`src/rtl/dcache_ctrl_pkg.sv`:
```
// Shared types and constants for the D-cache data-array sequencer.
package dcache_ctrl_pkg;

  localparam int PKG_ADDR_WIDTH = 10;
  localparam int PKG_DATA_WIDTH = 32;
  localparam int LINE_WORDS     = 8;
  localparam int LINE_COUNT     = 2 ** (PKG_ADDR_WIDTH - 3);

  typedef enum logic [1:0] {
    CLEAR    = 2'd0,
    RUN      = 2'd1,
    RF_DRAIN = 2'd2,
    RF_WRITE = 2'd3
  } dc_state_e;

  typedef struct packed {
    logic [PKG_ADDR_WIDTH-1:0] addr;
    logic [PKG_DATA_WIDTH-1:0] data;
    logic [3:0]                ben;
  } sb_entry_t;

endpackage

```
`src/rtl/dcache_store_buf.sv`:
```
// Posted-store FIFO with a parallel address compare across all live entries,
// used to hold back loads that would otherwise read a stale word.
module dcache_store_buf
  import dcache_ctrl_pkg::*;
#(
  parameter int SB_DEPTH = 2
) (
  input  logic                      i_clk,
  input  logic                      i_resetn,
  input  logic                      push,
  input  sb_entry_t                 push_entry,
  input  logic                      pop,
  input  logic [PKG_ADDR_WIDTH-1:0] cmp_addr,
  output logic                      full,
  output logic                      empty,
  output logic                      last,
  output sb_entry_t                 head,
  output logic                      match
);

  localparam int PTR_W = $clog2(SB_DEPTH);
  localparam logic [PTR_W-1:0] PTR_ONE   = PTR_W'(1);
  localparam logic [PTR_W:0]   CNT_ONE   = (PTR_W + 1)'(1);
  localparam logic [PTR_W:0]   CNT_FULL  = (PTR_W + 1)'(SB_DEPTH);
  localparam logic [PTR_W:0]   CNT_EMPTY = (PTR_W + 1)'(0);

  sb_entry_t            entry_r [SB_DEPTH];
  logic [SB_DEPTH-1:0]  valid_r;
  logic [SB_DEPTH-1:0]  next_valid_s;
  logic [PTR_W-1:0]     wr_ptr_r;
  logic [PTR_W-1:0]     rd_ptr_r;
  logic [PTR_W:0]       count_r;
  logic                 match_s;

  // Per-entry valid bits: a simultaneous push into the popped slot keeps it valid.
  always_comb begin
    next_valid_s = (valid_r & ~(SB_DEPTH'(pop) << rd_ptr_r)) | (SB_DEPTH'(push) << wr_ptr_r);
  end

  // Hazard compare against every live entry, independent of FIFO order.
  always_comb begin
    match_s = 1'b0;
    for (int i = 0; i < SB_DEPTH; i++) begin
      match_s = match_s | (valid_r[i] & (entry_r[i].addr == cmp_addr));
    end
  end

  // FIFO storage, pointers and occupancy.
  always_ff @(posedge i_clk or negedge i_resetn) begin
    if (!i_resetn) begin
      for (int i = 0; i < SB_DEPTH; i++) begin
        entry_r[i] <= '0;
      end
      valid_r  <= '0;
      wr_ptr_r <= '0;
      rd_ptr_r <= '0;
      count_r  <= '0;
    end else begin
      if (push) begin
        entry_r[wr_ptr_r] <= push_entry;
        wr_ptr_r          <= wr_ptr_r + PTR_ONE;
      end
      if (pop) begin
        rd_ptr_r <= rd_ptr_r + PTR_ONE;
      end
      valid_r <= next_valid_s;
      case ({push, pop})
        2'b10:   count_r <= count_r + CNT_ONE;
        2'b01:   count_r <= count_r - CNT_ONE;
        default: count_r <= count_r;
      endcase
    end
  end

  assign full  = (count_r == CNT_FULL);
  assign empty = (count_r == CNT_EMPTY);
  assign last  = (count_r == CNT_ONE);
  assign head  = entry_r[rd_ptr_r];
  assign match = match_s;

endmodule

```
`src/rtl/dcache_data_ctrl.sv`:
```
// Arbiter/sequencer for the single-ported D-cache data array: serialises
// loads, buffered stores, line refills and the post-reset zero walk.
module dcache_data_ctrl
  import dcache_ctrl_pkg::*;
#(
  parameter int ADDR_WIDTH    = PKG_ADDR_WIDTH,
  parameter int DATA_WIDTH    = PKG_DATA_WIDTH,
  parameter int SB_DEPTH      = 2,
  parameter int CLEAR_ON_INIT = 1
) (
  input  logic                           i_clk,
  input  logic                           i_resetn,
  input  logic                           ld_valid,
  output logic                           ld_ready,
  input  logic [ADDR_WIDTH-1:0]          ld_addr,
  output logic                           ld_rvalid,
  output logic [DATA_WIDTH-1:0]          ld_rdata,
  input  logic                           st_valid,
  output logic                           st_ready,
  input  logic [ADDR_WIDTH-1:0]          st_addr,
  input  logic [DATA_WIDTH-1:0]          st_data,
  input  logic [3:0]                     st_ben,
  input  logic                           rf_valid,
  input  logic [ADDR_WIDTH-4:0]          rf_line,
  input  logic [LINE_WORDS*DATA_WIDTH-1:0] rf_data,
  output logic                           rf_done,
  output logic                           busy,
  output logic [ADDR_WIDTH-1:0]          bram_raddr,
  output logic                           bram_re,
  output logic [ADDR_WIDTH-1:0]          bram_waddr,
  output logic                           bram_we,
  output logic                           bram_store,
  output logic                           bram_hit_write,
  output logic [3:0]                     bram_byte_ben,
  output logic [DATA_WIDTH-1:0]          bram_din,
  output logic [LINE_WORDS*DATA_WIDTH-1:0] bram_din_all,
  input  logic [DATA_WIDTH-1:0]          bram_dout
);

  localparam int CNT_W = ADDR_WIDTH - 3;
  localparam logic [CNT_W-1:0] CNT_LAST = CNT_W'(LINE_COUNT - 1);
  localparam logic [CNT_W-1:0] CNT_ONE  = CNT_W'(1);
  localparam dc_state_e RESET_STATE = (CLEAR_ON_INIT != 0) ? CLEAR : RUN;

  dc_state_e             state_r;
  logic                  live_r;      // low during reset and the first cycle after it
  logic [CNT_W-1:0]      cnt_r;
  logic [ADDR_WIDTH-1:0] raddr_r;
  logic                  rvalid_r;

  logic      sb_full_s, sb_empty_s, sb_last_s, sb_match_s;
  sb_entry_t sb_head_s, push_entry_s;
  logic      in_run_s, in_drain_s, ld_ready_s, ld_accept_s, st_ready_s, push_s, pop_s;

  assign push_entry_s = '{addr: st_addr, data: st_data, ben: st_ben};

  dcache_store_buf #(.SB_DEPTH(SB_DEPTH)) u_sb (
    .i_clk      (i_clk),
    .i_resetn   (i_resetn),
    .push       (push_s),
    .push_entry (push_entry_s),
    .pop        (pop_s),
    .cmp_addr   (ld_addr),
    .full       (sb_full_s),
    .empty      (sb_empty_s),
    .last       (sb_last_s),
    .head       (sb_head_s),
    .match      (sb_match_s)
  );

  // Port arbitration: refill > full-buffer drain > hazard-free load > opportunistic drain.
  always_comb begin
    in_run_s    = live_r & (state_r == RUN);
    in_drain_s  = live_r & (state_r == RF_DRAIN);
    ld_ready_s  = in_run_s & ~rf_valid & ~sb_full_s & ~sb_match_s;
    ld_accept_s = ld_ready_s & ld_valid;
    pop_s       = (in_run_s & ~rf_valid & (sb_full_s | (~sb_empty_s & ~ld_accept_s)))
                | (in_drain_s & ~sb_empty_s);
    st_ready_s  = in_run_s & ~rf_valid & (~sb_full_s | pop_s);
    push_s      = st_valid & st_ready_s;
  end

  // Array control: exactly one of drain, clear or refill write owns the write side.
  always_comb begin
    ld_ready       = ld_ready_s;
    st_ready       = st_ready_s;
    busy           = live_r & (state_r != RUN);
    bram_re        = ld_accept_s;
    bram_raddr     = ld_accept_s ? ld_addr : raddr_r;
    ld_rvalid      = rvalid_r;
    ld_rdata       = rvalid_r ? bram_dout : '0;
    rf_done        = 1'b0;
    bram_we        = 1'b0;
    bram_store     = 1'b0;
    bram_hit_write = 1'b0;
    bram_waddr     = '0;
    bram_byte_ben  = 4'b0000;
    bram_din       = '0;
    bram_din_all   = '0;
    if (pop_s) begin
      bram_we       = 1'b1;
      bram_store    = 1'b1;
      bram_waddr    = sb_head_s.addr;
      bram_din      = sb_head_s.data;
      bram_byte_ben = sb_head_s.ben;
    end else if (live_r && (state_r == CLEAR)) begin
      bram_we        = 1'b1;
      bram_hit_write = 1'b1;
      bram_waddr     = {cnt_r, 3'b000};
    end else if (live_r && (state_r == RF_WRITE)) begin
      bram_we        = 1'b1;
      bram_hit_write = 1'b1;
      bram_waddr     = {rf_line, 3'b000};
      bram_din_all   = rf_data;
      rf_done        = 1'b1;
    end else begin
      bram_we = 1'b0;
    end
  end

  // Sequencer state and clear-walk counter.
  always_ff @(posedge i_clk or negedge i_resetn) begin
    if (!i_resetn) begin
      state_r <= RESET_STATE;
      cnt_r   <= '0;
    end else if (live_r) begin
      case (state_r)
        CLEAR: begin
          cnt_r <= cnt_r + CNT_ONE;
          if (cnt_r == CNT_LAST) state_r <= RUN;
        end
        RUN: begin
          if (rf_valid) state_r <= RF_DRAIN;
        end
        RF_DRAIN: begin
          if (sb_empty_s || sb_last_s) state_r <= RF_WRITE;
        end
        RF_WRITE: begin
          state_r <= RUN;
        end
        default: begin
          state_r <= RUN;
        end
      endcase
    end else begin
      state_r <= state_r;
    end
  end

  // Read-response pipeline and output-enable after reset.
  always_ff @(posedge i_clk or negedge i_resetn) begin
    if (!i_resetn) begin
      live_r   <= 1'b0;
      rvalid_r <= 1'b0;
      raddr_r  <= '0;
    end else begin
      live_r   <= 1'b1;
      rvalid_r <= ld_accept_s;
      if (ld_accept_s) raddr_r <= ld_addr;
    end
  end

endmodule

```
`config.mk`:
```
export PLATFORM = sky130hd
export DESIGN_NAME = dcache_data_ctrl
export DESIGN_NICKNAME = d
export VERILOG_FILES = /design/src/rtl/dcache_ctrl_pkg.sv /design/src/rtl/dcache_store_buf.sv /design/src/rtl/dcache_data_ctrl.sv
export SDC_FILE = /design/constraint.sdc
export NUM_CORES = 1
export LEC_CHECK = 0
export ABC_AREA = 0
export BUFFER_PORTS_ARGS = -buffer_cell sky130_fd_sc_hd__buf_2
export CORE_AREA = 2 2 275 277
export CTS_CLUSTER_DIAMETER = 200
export CTS_CLUSTER_SIZE = 8
export DETAILED_ROUTE_END_ITERATION = 6
export DIE_AREA = 0 0 277 279
export PLACE_DENSITY = 0.41
export SLEW_MARGIN = 10
export SYNTH_ARGS = -nofsm -noshare
export SYNTH_HDL_FRONTEND = slang
export SYNTH_SLANG_ARGS = --single-unit
```
`constraint.sdc`:
```
create_clock -name i_clk -period 9.7 [get_ports i_clk]
set_input_delay 2.91 -clock i_clk [delete_from_list [all_inputs] [get_ports i_clk]]
set_output_delay 2.91 -clock i_clk [all_outputs]
set_load 0.01 [all_outputs]
```
==> flow_summary.json, run 1 <==
{
  "final_nets": 1828,
  "holdWs_ns": 0.4941,
  "cp_slowest_cell": "o31ai_4",
  "grt_max_degree": 142,
  "setup_ws_ns": 1.242,
  "grt_pass1_wl_mm": 87.02,
  "grt_pass1_vias": 8873,
  "grt_overflow": 0,
  "worstSetupPathType": "in -> out",
  "nFillCells": 8498,
  "worst_setup_path_end_kind": "primary output",
  "r2r_end": "u_sb.count_r[1]",
  "maxSlewHeadroom_pct": 33.88,
  "placedCellCount": 2413,
  "cts_tree": "built",
  "setup_violations": 0,
  "initial_utilization_pct": 10.45,
  "row_count": 100,
  "worstSetupStartpoint": "rf_valid",
  "yosysTopAreaCell": "dfrtp_1",
  "drive_gt1_share_pct": 58.13,
  "synth.distinct_cells": 36,
  "finish.utilization_pct": 17.52,
  "holdCritPathClass": "reg -> reg",
  "setup-tns-final_ns": 0,
  "r2r_cells": 11,
  "status": "complete, no violations",
  "clock_sinks": 119,
  "io_pins": 709,
  "path_clk_slew_ns": 0.07,
  "syn_inst": 785,
  "power_density_nw_per_um2": 230.7,
  "maxCapViolCount": 0,
  "synth_top_area_share_pct": 38.46,
  "slew_violations": 0,
  "stdcell_count": 2466,
  "rsz0062_at_grt": "false",
  "gp_congestion": 0.8418,
  "synth-main-ff-cell": "dfrtp_1",
  "grt.total_usage_pct": 17.06,
  "drtAntennaViolNets": 0,
  "synth_enable_flop_cells": 0,
  "cts-root-buf": "clkbuf_16",
  "finClkSkew_ns": 0.01279,
  "route.detailed.drc": 0,
  "vias": 8910,
  "syn_avg_cell_area_sq_um": 9.863,
  "post-route-period-util_pct": 87.20,
  "period_minus_slack_ns": 8.458,
  "port_buffers": 708,
  "firstDrtPassIters": 4,
  "async_reset_ff_share_pct": 100.0,
  "wl_per_cell_um": 27.67,
  "ys_top_cells_by_area": "dfrtp_1, and2_1, mux2_2",
  "antenna_found_initial": 132,
  "worst_pin_slew_ns": 0.9918,
  "required_ns": 6.79,
  "place_hpwl_mm": 61.62,
  "regToRegSetupSlack_ns": 6.39,
  "slowest_delay_ns": 0.85,
  "die_h_um": 279,
  "r2r-start": "state_r[1]",
  "hold_violations": 0,
  "synth.cell_area_sq_um": 7742,
  "startpoint_type": "input pin",
  "area_growth_pct": 67.63,
  "max_freq_mhz": 118.2,
  "vias_per_cell": 3.613,
  "path_cells": "buf_2 > nand3b_1 > nor2_2 > o31ai_4 > o31ai_4 > buf_12 > and2_1 > buf_2",
  "h-tree-depth": 4,
  "worst-path-max-fanout": 141,
  "irDropWorstVdd_mv": 0.1560,
  "ys_ff_latch": 119,
  "synth.most_common_cell": "and2_1",
  "syn_nets": 1150,
  "wl_mm": 68.23,
  "cts_resized": 0,
  "endpoint": "bram_din_all[65]",
  "core_sq_um": 74070,
  "clk_path_buf_depth": 2,
  "dieArea_sq_um": 77280,
  "cts_setup_buffers": 0,
  "ctsHoldBuffers": 0,
  "place_ws_ns": 1.182,
  "cts_buffers": 17,
  "yosysSeqAreaShare_pct": 38.46,
  "clkLatencyLatePin_ns": 0.44,
  "die_w_um": 277,
  "arrival_ns": 5.55,
  "synth_common_cells": "and2_1, dfrtp_1, mux2_2",
  "drt-initial-drc-count": 284,
  "yosys_warnings": 0,
  "p_leak_nw": 7.099
}
==> stage by stage <==
stage / total power [mW] / area, sq um
6_report: 2.994 / 12980
5_1_grt: 3.212 / 12940
4_1_cts: 3.058 / 12920
3_5_place_dp: 2.395 / 12330
3_3_place_gp: 2.364 / 12330
2_1_floorplan: 1.725 / 7742
==> worst min-delay path by stage <==
| stage | cells past startpoint | end | start |
|---|---|---|---|
| after floorplan | 1 | u_sb.valid_r[0] | u_sb.valid_r[0] |
| after global placement | 1 | u_sb.valid_r[1] | u_sb.valid_r[1] |
| after detailed placement | 1 | u_sb.valid_r[1] | u_sb.valid_r[1] |
| after CTS | 1 | u_sb.valid_r[1] | u_sb.valid_r[1] |
| after global routing | 1 | raddr_r[4] | raddr_r[4] |
| final | 1 | raddr_r[7] | raddr_r[7] |
==> sequential cells by signal, summed over array words and instances, names as in the netlist <==
| register | cells |
|---|---|
| u_sb.rd_ptr_r | 1 |
| u_sb.wr_ptr_r | 1 |
| u_sb.entry_r | 92 |
| u_sb.valid_r | 2 |
| live_r | 1 |
| state_r | 2 |
| raddr_r | 10 |
| ld_rvalid | 1 |
| cnt_r | 7 |
| u_sb.count_r | 2 |
==> kinds of logic (layout without fill, tap and decap cells) <==
group / Yosys count / in the layout / share of synthesized area (%)
multiplexers: 156 / 156 / 21.83
other: 1 / 22 / 0.04843
AO/OA/AOI/OAI: 23 / 23 / 2.246
adder cells (fa/ha/maj): 9 / 9 / 1.454
flip-flops: 119 / 119 / 38.46
buffers and inverters: 64 / 755 / 3.992
AND/OR/NAND/NOR: 383 / 383 / 28.57
XOR/XNOR: 30 / 30 / 3.394
==> placed cells by master (no fill, tap or decap), types with 9 or more instances in the layout <==
cell       synthesis  final
buf_2              9    707
and2_1           290    290
dfrtp_1          119    118
mux2_2           103    103
mux2i_1           53     53
nor2_1            46     45
xnor2_1           29     29
nand2_1           26     26
diode_2            0     21
clkbuf_16          0     17
o21ai_0           10     10
ha_1               9      9
==> routing by layer <==
layer | vias up | GRT usage (%) | wire length (um)
li1 | 3928 | - | -
met3 | 203 | 10.66 | 10080
met4 | 62 | 2.202 | 1493
met2 | 594 | 26.77 | 29300
met1 | 4123 | 20.13 | 26930
met5 | - | 0 | 423
==> where the power goes <==
part / internal (mW) / total [mW] / switching, mW
combinational: 0.659 / 1.41 / 0.751
sequential: 0.731 / 0.939 / 0.208
clock: 0.386 / 0.645 / 0.258
total: 1.78 / 2.99 / 1.22
==> layout make-up <==
type / instances / area (sq um) / area share [%]
timing repair buffer: 715 / 3627 / 27.95
clock inverter: 13 / 147.6 / 1.138
clock buffer: 19 / 442.9 / 3.413
inverter: 8 / 30.03 / 0.2314
multi-input combinational: 602 / 4484 / 34.55
tap: 969 / 1212 / 9.342
antenna: 21 / 52.55 / 0.4049
sequential: 119 / 2982 / 22.97
==> critical path, delay by kind of cell <==
family | cells | cell delay (ns)
AOI/OAI and AO/OA | 2 | 1.04
and+or+nand+nor | 3 | 0.78
buffers and inverters | 3 | 0.60
Note: power is estimated with default switching activity, not from simulation.
==> run 2: changes to the inputs <==
--- a/config.mk
+++ b/config.mk
@@ -12,7 +12,7 @@
 export CTS_CLUSTER_SIZE = 8
 export DETAILED_ROUTE_END_ITERATION = 6
 export DIE_AREA = 0 0 277 279
-export PLACE_DENSITY = 0.41
+export PLACE_DENSITY = 0.3
 export SLEW_MARGIN = 10
 export SYNTH_ARGS = -nofsm -noshare
 export SYNTH_HDL_FRONTEND = slang
==> flow_summary.json, run 2 (synthesized netlist as in run 1, its figures left out) <==
{
  "holdCritPathClass": "reg -> reg",
  "area_growth_pct": 69.02,
  "row_count": 100,
  "grt.total_usage_pct": 16.51,
  "slew_violations": 0,
  "place_hpwl_mm": 58.76,
  "worstSetupStartpoint": "ld_addr[1]",
  "cts-root-buf": "clkbuf_16",
  "grt_max_degree": 93,
  "cp_slowest_cell": "o31ai_1",
  "grt_pass1_vias": 8998,
  "drtAntennaViolNets": 0,
  "path_clk_slew_ns": 0.06,
  "gp_congestion": 0.8258,
  "clock_sinks": 119,
  "core_sq_um": 74070,
  "final_cell_mix": "buf_2, and2_1, dfrtp_1",
  "ctsHoldBuffers": 0,
  "h-tree-depth": 4,
  "vias_per_cell": 3.477,
  "rsz0062_at_grt": "false",
  "reg_top3": "u_sb.entry_r (92), raddr_r (10), cnt_r (7)",
  "cts_buffers": 17,
  "wl_mm": 65.97,
  "io_pins": 709,
  "setup_violations": 0,
  "holdWs_ns": 0.5002,
  "startpoint_type": "input pin",
  "die_w_um": 277,
  "irDropWorstVdd_mv": 0.09995,
  "worst_pin_slew_ns": 0.9012,
  "path_cells": "buf_2 > xnor2_1 > nand4_1 > o31ai_1 > o21ai_4 > buf_4 > mux2i_1 > buf_2",
  "worstSetupPathType": "in -> out",
  "finClkSkew_ns": 0.01677,
  "post-route-period-util_pct": 86.12,
  "p_leak_nw": 7.124,
  "nFillCells": 8557,
  "route.detailed.drc": 0,
  "drt-initial-drc-count": 301,
  "firstDrtPassIters": 4,
  "required_ns": 6.79,
  "port_buffers": 708,
  "grt_pass1_wl_mm": 85.07,
  "largest_register_ffs": 92,
  "setup-tns-final_ns": 0,
  "grt_overflow": 0,
  "max_freq_mhz": 119.7,
  "maxSlewHeadroom_pct": 39.78,
  "vias": 8704,
  "regMostFlops": "u_sb.entry_r",
  "cts_setup_buffers": 0,
  "clk_path_buf_depth": 2,
  "initial_utilization_pct": 10.45,
  "wl_per_cell_um": 26.36,
  "antenna_found_initial": 115,
  "worst-path-max-fanout": 21,
  "die_h_um": 279,
  "power_density_nw_per_um2": 227.3,
  "status": "complete, no violations",
  "final_common_cell": "buf_2",
  "arrival_ns": 5.44,
  "maxCapViolCount": 0,
  "final_nets": 1831,
  "cts_resized": 0,
  "min_from": "raddr_r[3]",
  "clkLatencyLatePin_ns": 0.45,
  "hold_violations": 0,
  "worst_setup_path_end_kind": "primary output",
  "r2r-start": "state_r[1]",
  "cp_common_cell": "buf_2",
  "cts_tree": "built",
  "period_minus_slack_ns": 8.354,
  "slowest_delay_ns": 0.60,
  "dieArea_sq_um": 77280,
  "drive_gt1_share_pct": 58.28
}
-- run 2: per-stage QoR --
stage               std cells  utilization (%)  total power [mW]  cell area (sq um)  setup slack (ns)
floorplan                 785                -             1.725               7742             2.561
global placement         2416            16.71             2.381              12380             1.244
detailed placement       2416            16.71             2.404              12380             1.208
CTS                      2448            17.48             3.049              12950             1.192
global route             2455            17.51             3.204              12970             1.088
finish                   2503            17.67             2.975              13090             1.346
-- run 2: layer usage --
metal / vias up / wire (um) / global-route usage, %
li1: 3976 / - / -
met1: 4073 / 29080 / 20.43
met2: 514 / 25620 / 22.50
met3: 109 / 9989 / 12.72
met4: 32 / 1058 / 2.885
met5: - / 220 / 0
-- run 2: final timing paths --
kind	cells past startpoint	endpoint	slack, ns
setup / recovery	8	bram_waddr[3]	1.35
hold / removal	1	raddr_r[3]	0.50
setup reg to reg	8	u_sb.entry_r[54]	6.63
hold reg to reg	1	raddr_r[3]	0.50
max in group asynchronous	2	u_sb.entry_r[33]	5.96
min in group asynchronous	1	u_sb.entry_r[64]	2.44
-- run 2: area by class of cell --
cell class	instances	area, sq um	area share [%]
diodes	55	137.6	1.052
clock buffers	17	425.4	3.251
clock inverters	15	145.1	1.109
inverters	8	30.03	0.2295
multi-input cells	602	4492	34.32
flip-flops and latches	119	2982	22.78
well taps	969	1212	9.265
repair buffers	718	3662	27.99
-- run 2: worst max-delay path, delay by kind of cell --
| family | cells | cell delay [ns] |
|---|---|---|
| compound gates | 2 | 0.95 |
| buf+inv | 3 | 0.64 |
| mux | 1 | 0.44 |
| xor+xnor | 1 | 0.26 |
| simple gates | 1 | 0.22 |
-- run 2: report_power, final --
group | internal (mW) | switching, mW
Sequential | 0.732 | 0.164
Clock | 0.357 | 0.273
Combinational | 0.666 | 0.783
